<file path="config.mk">
export PLATFORM = sky130hd
export DESIGN_NAME = rgb_fade_sequencer
export DESIGN_NICKNAME = d
export VERILOG_FILES = /design/src/rtl/rgb_fade_sequencer.sv
export SDC_FILE = /design/constraint.sdc
export NUM_CORES = 1
export LEC_CHECK = 0
export CAP_MARGIN = 25
export CELL_PAD_IN_SITES_DETAIL_PLACEMENT = 2
export CELL_PAD_IN_SITES_GLOBAL_PLACEMENT = 2
export CORE_MARGIN = 2
export CORE_UTILIZATION = 38
export DETAILED_ROUTE_END_ITERATION = 6
export PLACE_DENSITY = 0.91
export SETUP_SLACK_MARGIN = 0.15
export SLEW_MARGIN = 20
export SYNTH_ARGS = -nofsm -noshare
export SYNTH_HDL_FRONTEND = slang
export SYNTH_SLANG_ARGS = --single-unit
</file>
<file path="constraint.sdc">
create_clock -name clk -period 4.4 [get_ports clk]
set_input_delay 0.88 -clock clk [delete_from_list [all_inputs] [get_ports clk]]
set_output_delay 0.88 -clock clk [all_outputs]
set_load 0.03 [all_outputs]
</file>
<file path="src/rtl/rgb_fade_sequencer.sv">
// RGB LED colour-wheel sequencer: holds each colour, then PWM-crossfades to the next.
// Drives active-low LED pins from a registered copy of the per-channel on/off decision.
module rgb_fade_sequencer #(
   parameter int HOLD_CYCLES = 2000000,
   parameter int PWM_BITS    = 8
) (
   input  logic       clk,
   input  logic       rst,
   input  logic       i_run,
   input  logic       i_step,
   output logic [2:0] o_color_idx,
   output logic       o_busy,
   output logic       RGB_R,
   output logic       RGB_G,
   output logic       RGB_B
);

   localparam int                  HW         = $clog2(HOLD_CYCLES);
   localparam logic [HW-1:0]       HOLD_LAST  = HW'(HOLD_CYCLES - 1);
   localparam logic [PWM_BITS-1:0] PWM_MAX    = '1;
   localparam logic [PWM_BITS:0]   DUTY_FULL  = {1'b1, {PWM_BITS{1'b0}}};

   typedef enum logic [1:0] {IDLE, HOLD, FADE} state_t;

   state_t              state_q, state_d;
   logic [2:0]          color_idx_q, color_idx_d;
   logic [HW-1:0]       hold_cnt_q, hold_cnt_d;
   logic [PWM_BITS-1:0] pwm_cnt_q, pwm_cnt_d;
   logic [PWM_BITS-1:0] level_q, level_d;
   logic [2:0]          pins_q, pins_d;
   logic [2:0]          cur_rgb, nxt_rgb, chan_on;

   // Colour bits are {R,G,B}, 1 = lit.
   function automatic logic [2:0] color_rgb(input logic [2:0] idx);
      case (idx)
         3'd0:    color_rgb = 3'b100;
         3'd1:    color_rgb = 3'b110;
         3'd2:    color_rgb = 3'b010;
         3'd3:    color_rgb = 3'b011;
         3'd4:    color_rgb = 3'b001;
         3'd5:    color_rgb = 3'b101;
         default: color_rgb = 3'b100;
      endcase
   endfunction

   function automatic logic [2:0] next_color(input logic [2:0] idx);
      next_color = (idx >= 3'd5) ? 3'd0 : idx + 3'd1;
   endfunction

   function automatic logic fade_on(input logic cur, input logic nxt,
                                    input logic [PWM_BITS-1:0] level,
                                    input logic [PWM_BITS-1:0] pwm);
      logic [PWM_BITS:0] duty;
      case ({cur, nxt})
         2'b11:   duty = DUTY_FULL;
         2'b01:   duty = {1'b0, level};
         2'b10:   duty = DUTY_FULL - {1'b0, level};
         default: duty = '0;
      endcase
      fade_on = ({1'b0, pwm} < duty);
   endfunction

   always_comb begin
      state_d     = state_q;
      color_idx_d = color_idx_q;
      hold_cnt_d  = hold_cnt_q;
      pwm_cnt_d   = pwm_cnt_q;
      level_d     = level_q;
      case (state_q)
         IDLE: begin
            if (i_run) begin
               state_d    = HOLD;
               hold_cnt_d = '0;
            end else if (i_step) begin
               color_idx_d = next_color(color_idx_q);
            end
         end
         HOLD: begin
            if (!i_run) begin
               state_d    = IDLE;
               hold_cnt_d = '0;
            end else if (hold_cnt_q == HOLD_LAST) begin
               state_d    = FADE;
               hold_cnt_d = '0;
               pwm_cnt_d  = '0;
               level_d    = '0;
            end else begin
               hold_cnt_d = hold_cnt_q + HW'(1);
            end
         end
         FADE: begin
            pwm_cnt_d = pwm_cnt_q + PWM_BITS'(1);
            if (pwm_cnt_q == PWM_MAX) begin
               if (level_q == PWM_MAX) begin
                  color_idx_d = next_color(color_idx_q);
                  level_d     = '0;
                  state_d     = i_run ? HOLD : IDLE;
               end else begin
                  level_d = level_q + PWM_BITS'(1);
               end
            end
         end
         default: state_d = IDLE;
      endcase
   end

   // Channel decision is taken from the current registers and lands on the pins one clock later.
   always_comb begin
      cur_rgb = color_rgb(color_idx_q);
      nxt_rgb = color_rgb(next_color(color_idx_q));
      chan_on = cur_rgb;
      if (state_q == FADE) begin
         for (int i = 0; i < 3; i++) begin
            chan_on[i] = fade_on(cur_rgb[i], nxt_rgb[i], level_q, pwm_cnt_q);
         end
      end
      pins_d = ~chan_on;
   end

   always_ff @(posedge clk) begin
      if (rst) begin
         state_q     <= IDLE;
         color_idx_q <= 3'd0;
         hold_cnt_q  <= '0;
         pwm_cnt_q   <= '0;
         level_q     <= '0;
         pins_q      <= 3'b011;
      end else begin
         state_q     <= state_d;
         color_idx_q <= color_idx_d;
         hold_cnt_q  <= hold_cnt_d;
         pwm_cnt_q   <= pwm_cnt_d;
         level_q     <= level_d;
         pins_q      <= pins_d;
      end
   end

   assign o_color_idx            = color_idx_q;
   assign o_busy                 = (state_q == FADE);
   assign {RGB_R, RGB_G, RGB_B}  = pins_q;

endmodule

</file>
==> results.md, run 1 <==
- Status: completed
- Crit path buf inv count: 2
- Slew Viols, Final: 0
- Core ar.: 8258 um^2
- First-pass GRT wire length: around 19000 um
- CTS Buf Count: 5
- Crit share post-route: a little over nine tenths
- Reg2reg start: o_color_idx[1]
- Slowest-stage cell, CP: a2111o_1
- DIE HEIGHT: 96.35 um
- Synth Instances: approximately 400
- Gpl congestion: between 0.8 and 0.9
- Top FF cell, synth: dfxtp_1
- Setup bufs post-CTS: 0
- Hold Path Stages: 2
- Cell family with most CP delay: simple AND/OR/NAND/NOR gates
- Biggest area consumer among synthesized cells: dfxtp_1
- Mean Syn Cell Area: 8.041 um^2
- Sequential power share: roughly half
- Minimum clock period: 4.202 ns
- Crit path kind: reg -> reg
- Fmax: 238.0 MHz
- R2r endpoint: pins_q[0]
- CP max stage delay: 0.46 ns
- Initial Util: 39.24%
- Register area share after synthesis: roughly 28%
- Power density over the cells: 233.5 nW/um^2
- GRT Residual Overflow: 0
- Reg2Reg Depth: 16
- Post-CTS resize count: 2
- All-layer global routing usage: 27.00%
- Dpl cell area: 3422 um^2
- Most frequent CP cell: ha_1
- Initial DRC count: 243
- Power Total: 837.7 uW
- CP Data Required Time: between 4 and 5 ns
- Clock slew at reported path FFs: 0.12 ns
- EDFF count, synth: 0
- Synth-to-Final Area Change: 10.69%
- CP arrival: about 4.4 ns
- Synth top area cells: dfxtp_1 28%, ha_1 12%, nor2_1 6.1%, a22oi_1 4.4%, xnor2_1 3.0%
- Die X-Extent: 96.35 um
- Endpoints failing setup: 0
- Critical Path Start: o_color_idx[1]
- WP depth: 16
- Ant. Diodes: 0
- Synth Warn #: 0
- Net Switching: between 200 and 250 uW
- Mapped Nets: 439
- Via density per instance: 6.611
- Crit path cell chain: inv_1, ha_1, o31ai_4, nor2b_4, ha_1, nand2b_1, inv_1, a21oi_2, nor2_1, a221oi_2, ha_1, a21o_1, a2111o_1, nor3_2, nor3b_2, a211oi_1
- Final Core Density: 43.44%
- Cts-stage hold buffer count: 0
- Setup crit end: pins_q[0]
- CP Max Fanout: 8
- Share of layout cells above drive strength 1: 6.634%
- Switching Fraction: about 28%
- Antenna viol nets, final: 0
- Min Hold Slack: 0.5521 ns
- Worst Setup End Kind: register
- Combinational power share: 9.8%
- # rows: 33
- I/O pin count: 11
- Vias in the first global route: 3448
- CTS sink cnt: 45
- Drt drc: 0
- Commonest non-fill, non-tap cell in the layout: nor2_1
- DRT Pass-1 Iters: 4
- Largest net degree at the start of global routing: 19
- Final instance area: 3587 um^2
- Clk network pwr share: between 40% and 50%
- Register-to-register setup slack: 0.20 ns
- Setup Skew: 0.02700 ns
- Unique cell type count in the Yosys netlist: 53
- Hold Fails Final Rpt: 0
- Filler Cell Count: roughly 930
- Routed vias: 3385
- Yosys reg bits: 45
- RSZ-0062 raised after global routing: false
- Post-synth top area share: 27.80%
- Int Power: about 610 uW
- Worst VDD drop: 251.6 uV
- Multi-input logic area: 2262 um^2
- HP Class: reg -> reg
- CTS tree: yes
- Netlist Area Pre-Place: 3241 um^2
- Post-DP HPWL: 7745 um
- CTS root buf: clkbuf_8
- Max-slew headroom: 42.36%
- H-tree depth: 2
- DR WL/cell: 25.56 um
- Storage cell area: 903.4 um^2
- Kind of start point of the critical path: register
- Tightest Pin Transition: 0.8628 ns
- Post-route setup TNS: 0 ns
- Port Buf Inserts: 10
- DRT Wirelength: roughly 13000 um
- Nets@finish: 442
- Post-synth ARST share: 0%
- Commonest cells after routing, fill and taps aside: 53 x nor2_1, 43 x dfxtp_1, 32 x ha_1
- Initial antenna violation count: 0
- Leakage: 0.001332 uW
- Clock tree buffer depth: 2
- Clk_lat worst skew: 0.33 ns
- Max cap viols: 0
- Die Area: 9282 um^2
[worst min path at each step]
stage              startpoint             end
4_1_cts         hold_cnt_q[5]   hold_cnt_q[5]
3_5_place_dp    hold_cnt_q[5]   hold_cnt_q[5]
3_3_place_gp   hold_cnt_q[20]  hold_cnt_q[20]
6_report        hold_cnt_q[5]   hold_cnt_q[5]
5_1_grt         hold_cnt_q[5]   hold_cnt_q[5]
2_1_floorplan  hold_cnt_q[20]  hold_cnt_q[20]
[tightest hold or removal path, delay by kind of cell (launching register included)]
family / cells / cell delay [ns]
and+or+nand+nor: 1 / 0.08
DFF: 1 / 0.37
xor gates and xnor gates: 1 / 0.08
[layer usage]
| layer | vias up | share of wire (%) | track usage (%) |
|---|---|---|---|
| li1 | 1514 | - | - |
| met1 | 1720 | 43 | 36.43 |
| met2 | 113 | 49 | 44.79 |
| met3 | 38 | 5.6 | 3.759 |
| met4 | 0 | 3.2 | 7.864 |
| met5 | - | 0 | 0 |
[cell families after synthesis]
kind of cell | after synthesis | synth area share, %
buf+inv | 33 | 3.977
flops | 45 | 27.80
compound gates | 111 | 23.67
simple gates | 157 | 25.25
xor+xnor | 20 | 5.405
fa+ha+maj | 32 | 12.36
mux | 5 | 1.544
[cells in the mapped netlist, types with 2 or more instances]
master	instances
ha_1	32
or3_1	5
nor3_1	7
o21ai_0	19
clkbuf_1	14
nor4_1	6
a31oi_1	4
nand2b_1	5
xnor2_1	11
nor2b_1	2
a41oi_1	2
and2_1	4
or4_1	5
dfxtp_1	45
a221o_1	2
and3_1	10
and4_1	3
a21oi_1	19
a22oi_1	19
nand2_1	20
a21o_1	11
nand3b_1	4
a221oi_1	6
a211oi_1	5
xor2_1	9
inv_1	17
nor2_1	53
nand4_1	8
o31ai_1	7
o21a_1	3
o211ai_1	2
nand3_1	18
mux2i_1	5
a31o_2	2
[stage by stage]
| step | instances | setup slack (ns) |
|---|---|---|
| floorplan | 403 | 0.3451 |
| global placement | 504 | 0.5161 |
| detailed placement | 504 | 0.09032 |
| CTS | 512 | 0.1596 |
| global route | 512 | 0.04640 |
| finish | 512 | 0.1981 |
[power groups by stage]
stage          logic (uW)  registers, uW  clock network (uW)
2_1_floorplan        46.1            425                   0
3_3_place_gp         67.4            422                   0
3_5_place_dp         72.7            423                   0
4_1_cts              75.5            414                 340
5_1_grt              87.5            415                 352
6_report             81.8            414                 341
[state kept, by name (all words and copies together) (netlist names)]
register,count
level_q,8
pins_q,3
state_q,2
o_color_idx,3
pwm_cnt_q,8
hold_cnt_q,21
[area by class of cell]
type | count | area share (%)
sequential | 45 | 25.18
clock buffer | 6 | 2.023
timing repair buffer | 12 | 3.209
multi-input combinational | 325 | 63.06
clock inverter | 2 | 1.081
tap | 105 | 3.662
inverter | 17 | 1.779
(Power assumes the default switching activity.)
==> run 2: changes to the inputs <==
GPL_TIMING_DRIVEN = 0   (was default)
==> run 2 against run 1 <==
  * Sequential share of layout area shrank 0.64 points
  * Critical path type unchanged
  * Count of clock-buffer cells in the layout down 1
  * Highest routed layer unchanged
  * First-iteration DRC count grew 20%
  * Sequential cell count did not move
  * Die area did not move
  * Critical path depth up 3
  * Largest cell class unchanged
  * Cell area is 2.9% higher
  * Cell count is 3.5% higher
==> results.md, run 2 (same netlist as run 1, synthesis figures left out) <==
- Status: completed (unchanged)
- Synth-to-Final Area Change: 13.90% (was 10.69%)
- Critical Path Start: o_color_idx[2] (was o_color_idx[1])
- Setup Skew: 0.007490 ns (was 0.02700 ns)
- Crit path kind: reg -> reg (unchanged)
- Reg2Reg Depth: 19 (was 16)
- Worst VDD drop: 218.5 uV (was 251.6 uV)
- CP Data Required Time: 4.58 ns (was 4.61 ns)
- Combinational power share: 11.4% (was 9.8%)
- Setup crit end: pins_q[0] (unchanged)
- Commonest non-fill, non-tap cell in the layout: nor2_1 (unchanged)
- CP arrival: 4.51 ns (was 4.42 ns)
- Most flops, register: hold_cnt_q (unchanged)
- Post-DP HPWL: 8410 um (was 7745 um)
- CP Max Fanout: 8 (unchanged)
- Leakage: 0.001369 uW (was 0.001332 uW)
- DRT Wirelength: 14030 um (was 13090 um)
- WL met3: 664 um (was 735 um)
- CTS Buf Count: 5 (unchanged)
- DR WL/cell: 26.46 um (was 25.56 um)
- Port Buf Inserts: 10 (unchanged)
- Net Switching: 239.8 uW (was 231.7 uW)
- Regs by FF count: hold_cnt_q x21, level_q x8, pwm_cnt_q x8 (unchanged)
- Sequential power share: 52.2% (was 49.5%)
- # rows: 33 (unchanged)
- Routed vias: 3509 (was 3385)
- Cell family with most CP delay: compound AO/OA/AOI/OAI gates (was simple AND/OR/NAND/NOR gates)
- Slowest-stage cell, CP: ha_1 (was a2111o_1)
- Nets@finish: 460 (was 442)
- Multi-input logic area: 2286 um^2 (was 2262 um^2)
- Die Area: 9282 um^2 (unchanged)
- Initial antenna violation count: 0 (unchanged)
- Clk network pwr share: 36.4% (was 40.8%)
- Commonest cells after routing, fill and taps aside: 52 x nor2_1, 43 x dfxtp_1, 30 x ha_1 (was 53 x nor2_1, 43 x dfxtp_1, 32 x ha_1)
- Max-slew headroom: 39.27% (was 42.36%)
- Via density per instance: 6.621 (was 6.611)
- Die X-Extent: 96.35 um (unchanged)
- Filler Cell Count: 914 (was 929)
- Hold Fails Final Rpt: 0 (unchanged)
- Ant. Diodes: 0 (unchanged)
- Final setup margin: 0.06590 ns (was 0.1981 ns)
- GRT Residual Overflow: 0 (unchanged)
- Minimum clock period: 4.334 ns (was 4.202 ns)
- Switching Fraction: 30.26% (was 27.65%)
- Power Total: 792.5 uW (was 837.7 uW)
- Clk_lat worst skew: 0.31 ns (was 0.33 ns)
- Clock slew at reported path FFs: 0.10 ns (was 0.12 ns)
- Max FFs per register: 21 (unchanged)
- WL met2: 6936 um (was 6350 um)
- Tightest Pin Transition: 0.9090 ns (was 0.8628 ns)
- I/O pin count: 11 (unchanged)
- Slew Viols, Final: 0 (unchanged)
- Share of layout cells above drive strength 1: 8.706% (was 6.634%)
- H-tree depth: 2 (unchanged)
- Kind of start point of the critical path: register (unchanged)
- Crit share post-route: 98.50% (was 95.50%)
- CP max stage delay: 0.39 ns (was 0.46 ns)
- Most frequent CP cell: ha_1 (unchanged)
- Initial DRC count: 291 (was 243)
- Antenna viol nets, final: 0 (unchanged)
- Storage cell area: 905.9 um^2 (was 903.4 um^2)
- Drt drc: 0 (unchanged)
- Max Used Layer: met4 (unchanged)
- Max cap viols: 0 (unchanged)
- Fmax: 230.7 MHz (was 238.0 MHz)
- Crit path cell chain: buf_2, inv_1, ha_1, nor2b_4, ha_1, nand2b_1, inv_1, a221oi_4, buf_12, buf_4, buf_4, and3_1, a221oi_1, ha_1, a21oi_1, o21ai_0, a41o_1, a41oi_2, a211oi_1 (was inv_1, ha_1, o31ai_4, nor2b_4, ha_1, nand2b_1, inv_1, a21oi_2, nor2_1, a221oi_2, ha_1, a21o_1, a2111o_1, nor3_2, nor3b_2, a211oi_1)
- R2r endpoint: pins_q[0] (unchanged)
- Endpoints failing setup: 0 (unchanged)
- Final Core Density: 44.70% (was 43.44%)
- Int Power: 552.7 uW (was 606.1 uW)
- Worst Setup End Kind: register (unchanged)
- Min Hold Slack: 0.5591 ns (was 0.5521 ns)
- WP depth: 19 (was 16)
- All-layer global routing usage: 27.62% (was 27.00%)
- Reg2reg start: o_color_idx[2] (was o_color_idx[1])
- First-pass GRT wire length: 19690 um (was 19070 um)
- Largest net degree at the start of global routing: 17 (was 19)
- WL met1: 5939 um (was 5577 um)
- CTS root buf: clkbuf_8 (unchanged)
- CTS tree: yes (unchanged)
- Clock tree buffer depth: 2 (unchanged)
- Crit path buf inv count: 6 (was 2)
- Core ar.: 8258 um^2 (unchanged)
- Vias in the first global route: 3631 (was 3448)
- Initial Util: 39.24% (unchanged)
- Register-to-register setup slack: 0.07 ns (was 0.20 ns)
- Cts-stage hold buffer count: 0 (unchanged)
- DP Worst Slack: -0.3578 ns (was 0.09032 ns)
- DIE HEIGHT: 96.35 um (unchanged)
- CTS sink cnt: 45 (unchanged)
- DRT Pass-1 Iters: 5 (was 4)
- HP Class: reg -> reg (unchanged)
- Gpl congestion: 0.8787 (was 0.8696)
- Power density over the cells: 214.7 nW/um^2 (was 233.5 nW/um^2)
run 2: repair_timing:
item / CTS / global route
setup endpoints to repair: 2 / 3
cloned: 0 / 0
resized for setup: 5 / 17
buffers inserted: 0 / 4
run 2: worst register-to-register path: cells and delay by family, from the launching register on:
| kind | cells | cell delay [ns] |
|---|---|---|
| flops | 1 | 0.34 |
| compound gates | 7 | 1.38 |
| fa+ha+maj | 3 | 1.04 |
| simple gates | 3 | 0.58 |
| buf+inv | 6 | 0.86 |
run 2: final cells by class:
| class | count | share of cell area (%) |
|---|---|---|
| inverter | 17 | 1.729 |
| clock buffer | 5 | 1.864 |
| sequential | 45 | 24.54 |
| timing repair buffer | 14 | 3.864 |
| multi-input combinational | 325 | 61.93 |
| clock inverter | 3 | 0.6780 |
| tap | 105 | 3.559 |
| buffer | 16 | 1.831 |
run 2: worst min path at each step:
stage / startpoint / end / slack [ns] / cells past startpoint
6_report: o_color_idx[0] / o_color_idx[0] / 0.56 / 2
5_1_grt: o_color_idx[0] / o_color_idx[0] / 0.58 / 2
4_1_cts: hold_cnt_q[5] / hold_cnt_q[5] / 0.55 / 2
3_5_place_dp: hold_cnt_q[5] / hold_cnt_q[5] / 0.53 / 2
3_3_place_gp: hold_cnt_q[20] / hold_cnt_q[20] / 0.49 / 2
2_1_floorplan: hold_cnt_q[20] / hold_cnt_q[20] / 0.47 / 2
run 2: per-layer routing:
metal	global-route usage, %	vias to the layer above
met5	0	-
met4	9.624	0
met3	3.681	49
met2	48.38	151
met1	34.60	1765
li1	-	1544
run 2: power groups by stage:
| stage | clock network [uW] | logic (uW) | registers, uW |
|---|---|---|---|
| after floorplan | 0 | 46.1 | 425 |
| after global placement | 0 | 69.8 | 422 |
| after detailed placement | 0 | 75.0 | 423 |
| after CTS | 285 | 79.6 | 414 |
| after global routing | 308 | 95.5 | 414 |
| final | 288 | 90.2 | 414 |
run 2: per-stage QoR:
step                      setup TNS (ns)  cell area (um^2)  cells
final                                  0              3691    530
after floorplan                        0              3241    403
after detailed placement         -0.3578              3472    518
after global routing             -0.1591              3691    530
after global placement          -0.06011              3472    518
after CTS                              0              3591    526
==> RTL change: new RTL, settings of run 2 <==
Compare `hold_cnt_q` against `HOLD_LAST` with >= in place of ==.
--- a/src/rtl/rgb_fade_sequencer.sv
+++ b/src/rtl/rgb_fade_sequencer.sv
@@ -80,5 +80,5 @@
                state_d    = IDLE;
                hold_cnt_d = '0;
-            end else if (hold_cnt_q == HOLD_LAST) begin
+            end else if (hold_cnt_q >= HOLD_LAST) begin
                state_d    = FADE;
                hold_cnt_d = '0;
Behaviour: no difference found for any inputs over 10 cycles, from zero or initial values and one cycle with rst high; that may be too few to reach the edited logic, so the function may still have changed.
==> RTL change against run 2 <==
Power fell by 1.7%. Highest routed layer unchanged. Sequential cell count did not move. Routed wire length fell by 19%. Setup slack improved by 370 ps. Critical endpoint is now pins_q[1]. Non-clock buffer count fell by 3. Synthesized area rose by 0.73%. Cell area fell by 2.5%.
==> RTL change: results (changes against run 2) <==
| Metric | Value |
|---|---|
| All-layer global routing usage | 25.0% (-2.7 points) |
| CP arrival | 4180 ps (-330 ps) |
| Compound-Gate Fraction of Synth Area | 25.0% (+1.3 points) |
| Maximum number of pins on one net before global-route repair | 16 (-1) |
| Layout cells sized above 1 | 5.58% (-3.1 points) |
| Status | completed |
| Least-Margin Pin Slew | 766 ps (-143 ps) |
| Hold Path Stages | 2 (unchanged) |
| Critical Path Fanout Max | 10 (+2) |
| Via-per-instance ratio | 6.07 (-8.3%) |
| Nets | 465 (+1.1%) |
| Synth Area in Adders | 12.3% (-0.090 points) |
| Vias in the first global route | 3,621 (-0.28%) |
| Place WS | 87.8 ps (+446 ps) |
| Worst Min Path Start | hold_cnt_q[20] |
| Net Sw Frac | 29.1% (-1.2 points) |
| DP Area | 0.00349 sq mm (+0.40%) |
| Ys Warns | 0 (unchanged) |
| Routed WL | 11.4 mm (-19%) |
| CP startpoint | o_color_idx[1] |
| Synth Flop Type | dfxtp_1 |
| Mux cell area share after synthesis | 1.30% (-0.24 points) |
| Crit-path max cell delay | 420 ps (+30 ps) |
| Count of cell types in the netlist | 55 (+3.8%) |
| Worst reg-to-reg setup slack | 440 ps (+370 ps) |
| Xor-xnor portion of the synthesized cell area | 5.90% (+0.50 points) |
| DR iter-0 viols | 132 (-55%) |
| Min-Delay Path Class | flip-flop to flip-flop |
| Post-synthesis async set-or-reset flop share | 0% (unchanged) |
| First-pass GRT wire length | 19.1 mm (-2.9%) |
| Worst Reg-to-Reg Cells | 18 (-1) |
| H-tree levels | 2 (unchanged) |
| Antenna violations before repair | 0 (unchanged) |
| CTS max path bufs | 2 (unchanged) |
| Post-Route Skew | 11.2 ps (+3.67 ps) |
| Gr ovfl total | 0 (unchanged) |
| CTS Buf Count | 5 (unchanged) |
| Gp weighted congestion | 0.811 (-7.8%) |
| Top cells by area, synth | dfxtp_1 28%, ha_1 12%, nor2_1 6.1% |
| Reg-to-Reg End | pins_q[1] |
| CTS root buffer | clkbuf_8 |
| Ant. Diodes | 0 (unchanged) |
| Filler cell count | 958 (+4.8%) |
| PortBufs | 9 (-1) |
| Worst Hold End | hold_cnt_q[20] |
| Critical Path Slowest Stage Cell | dfxtp_2 |
| Commonest cells in the netlist | 53 x nor2_1, 45 x dfxtp_1, 32 x ha_1, 28 x nand2_1, 23 x a21oi_1 |
| Clock Latency Late Sink | 320 ps |
| Hpwl dp | 8.17 mm (-2.9%) |
| Worst Setup EP | pins_q[1] |
| Hold slack | 505 ps (-54.3 ps) |
| Syn Nets | 449 (+2.3%) |
| Lkg Pwr | 1.36 nW (-0.40%) |
| Minimum clock period | 3960 ps (-375 ps) |
| Sequential area share after synthesis | 27.6% (-0.20 points) |
| Largest delay share family, worst path | compound AO/OA/AOI/OAI gates |
| Clock Pin Slew Worst Setup and Hold Paths | 100 ps (about the same) |
| Biggest regs | hold_cnt_q (21), level_q (8), pwm_cnt_q (8) |
| Drt pass-1 iters | 4 (-1) |
| Worst IR drop on VDD | 0.000168 V (-23%) |
RTL change: through the flow:
step                cells  power, W
floorplan             413  0.000475
global placement      527  0.000494
detailed placement    527  0.000500
CTS                   535  0.000780
global route          535  0.000809
finish                535  0.000779
RTL change: cell families after synthesis:
logic type / count (synthesis)
adder cells (fa/ha/maj): 32
AO/OA/AOI/OAI: 117
flip-flops: 45
buffers and inverters: 36
XOR/XNOR: 22
multiplexers: 4
AND/OR/NAND/NOR: 157
RTL change: metal layers:
layer	share of wire [%]	vias up	GRT usage (%)
met5	0	-	0
met2	51	62	44.5
met3	3.4	19	2.53
met4	1.9	0	7.80
li1	-	1539	-
met1	43	1627	31.6
RTL change: power groups by stage:
stage	clock network (W)	logic (W)	registers [W]
3_3_place_gp	0	0.0000706	0.000423
2_1_floorplan	0	0.0000488	0.000426
6_report	0.000281	0.0000829	0.000415
4_1_cts	0.000285	0.0000803	0.000415
5_1_grt	0.000303	0.0000897	0.000415
3_5_place_dp	0	0.0000762	0.000424
RTL change: worst min-delay path, stage by stage, from the launching register on:
cell and delay (ps):
dfxtp_1 350, a31oi_1 50, nor2_1 80
RTL change: final cells by class:
class                      instances  area, sq um  area share, %
buffer                            18         78.8           2.19
clock buffer                       5         68.8           1.91
clock inverter                     3         21.3          0.591
inverter                          18         67.6           1.88
multi-input combinational        332         2240           62.2
sequential                        45          902           25.1
tap                              105          131           3.65
timing repair buffer               9         90.1           2.50
RTL change: repair_timing:
action / 4_1_cts / 5_1_grt
hold buffers: 0 / 0
endpoints found under the setup margin: 1 / 3
gates resized for setup: 1 / 9
pin swaps: 0 / 0
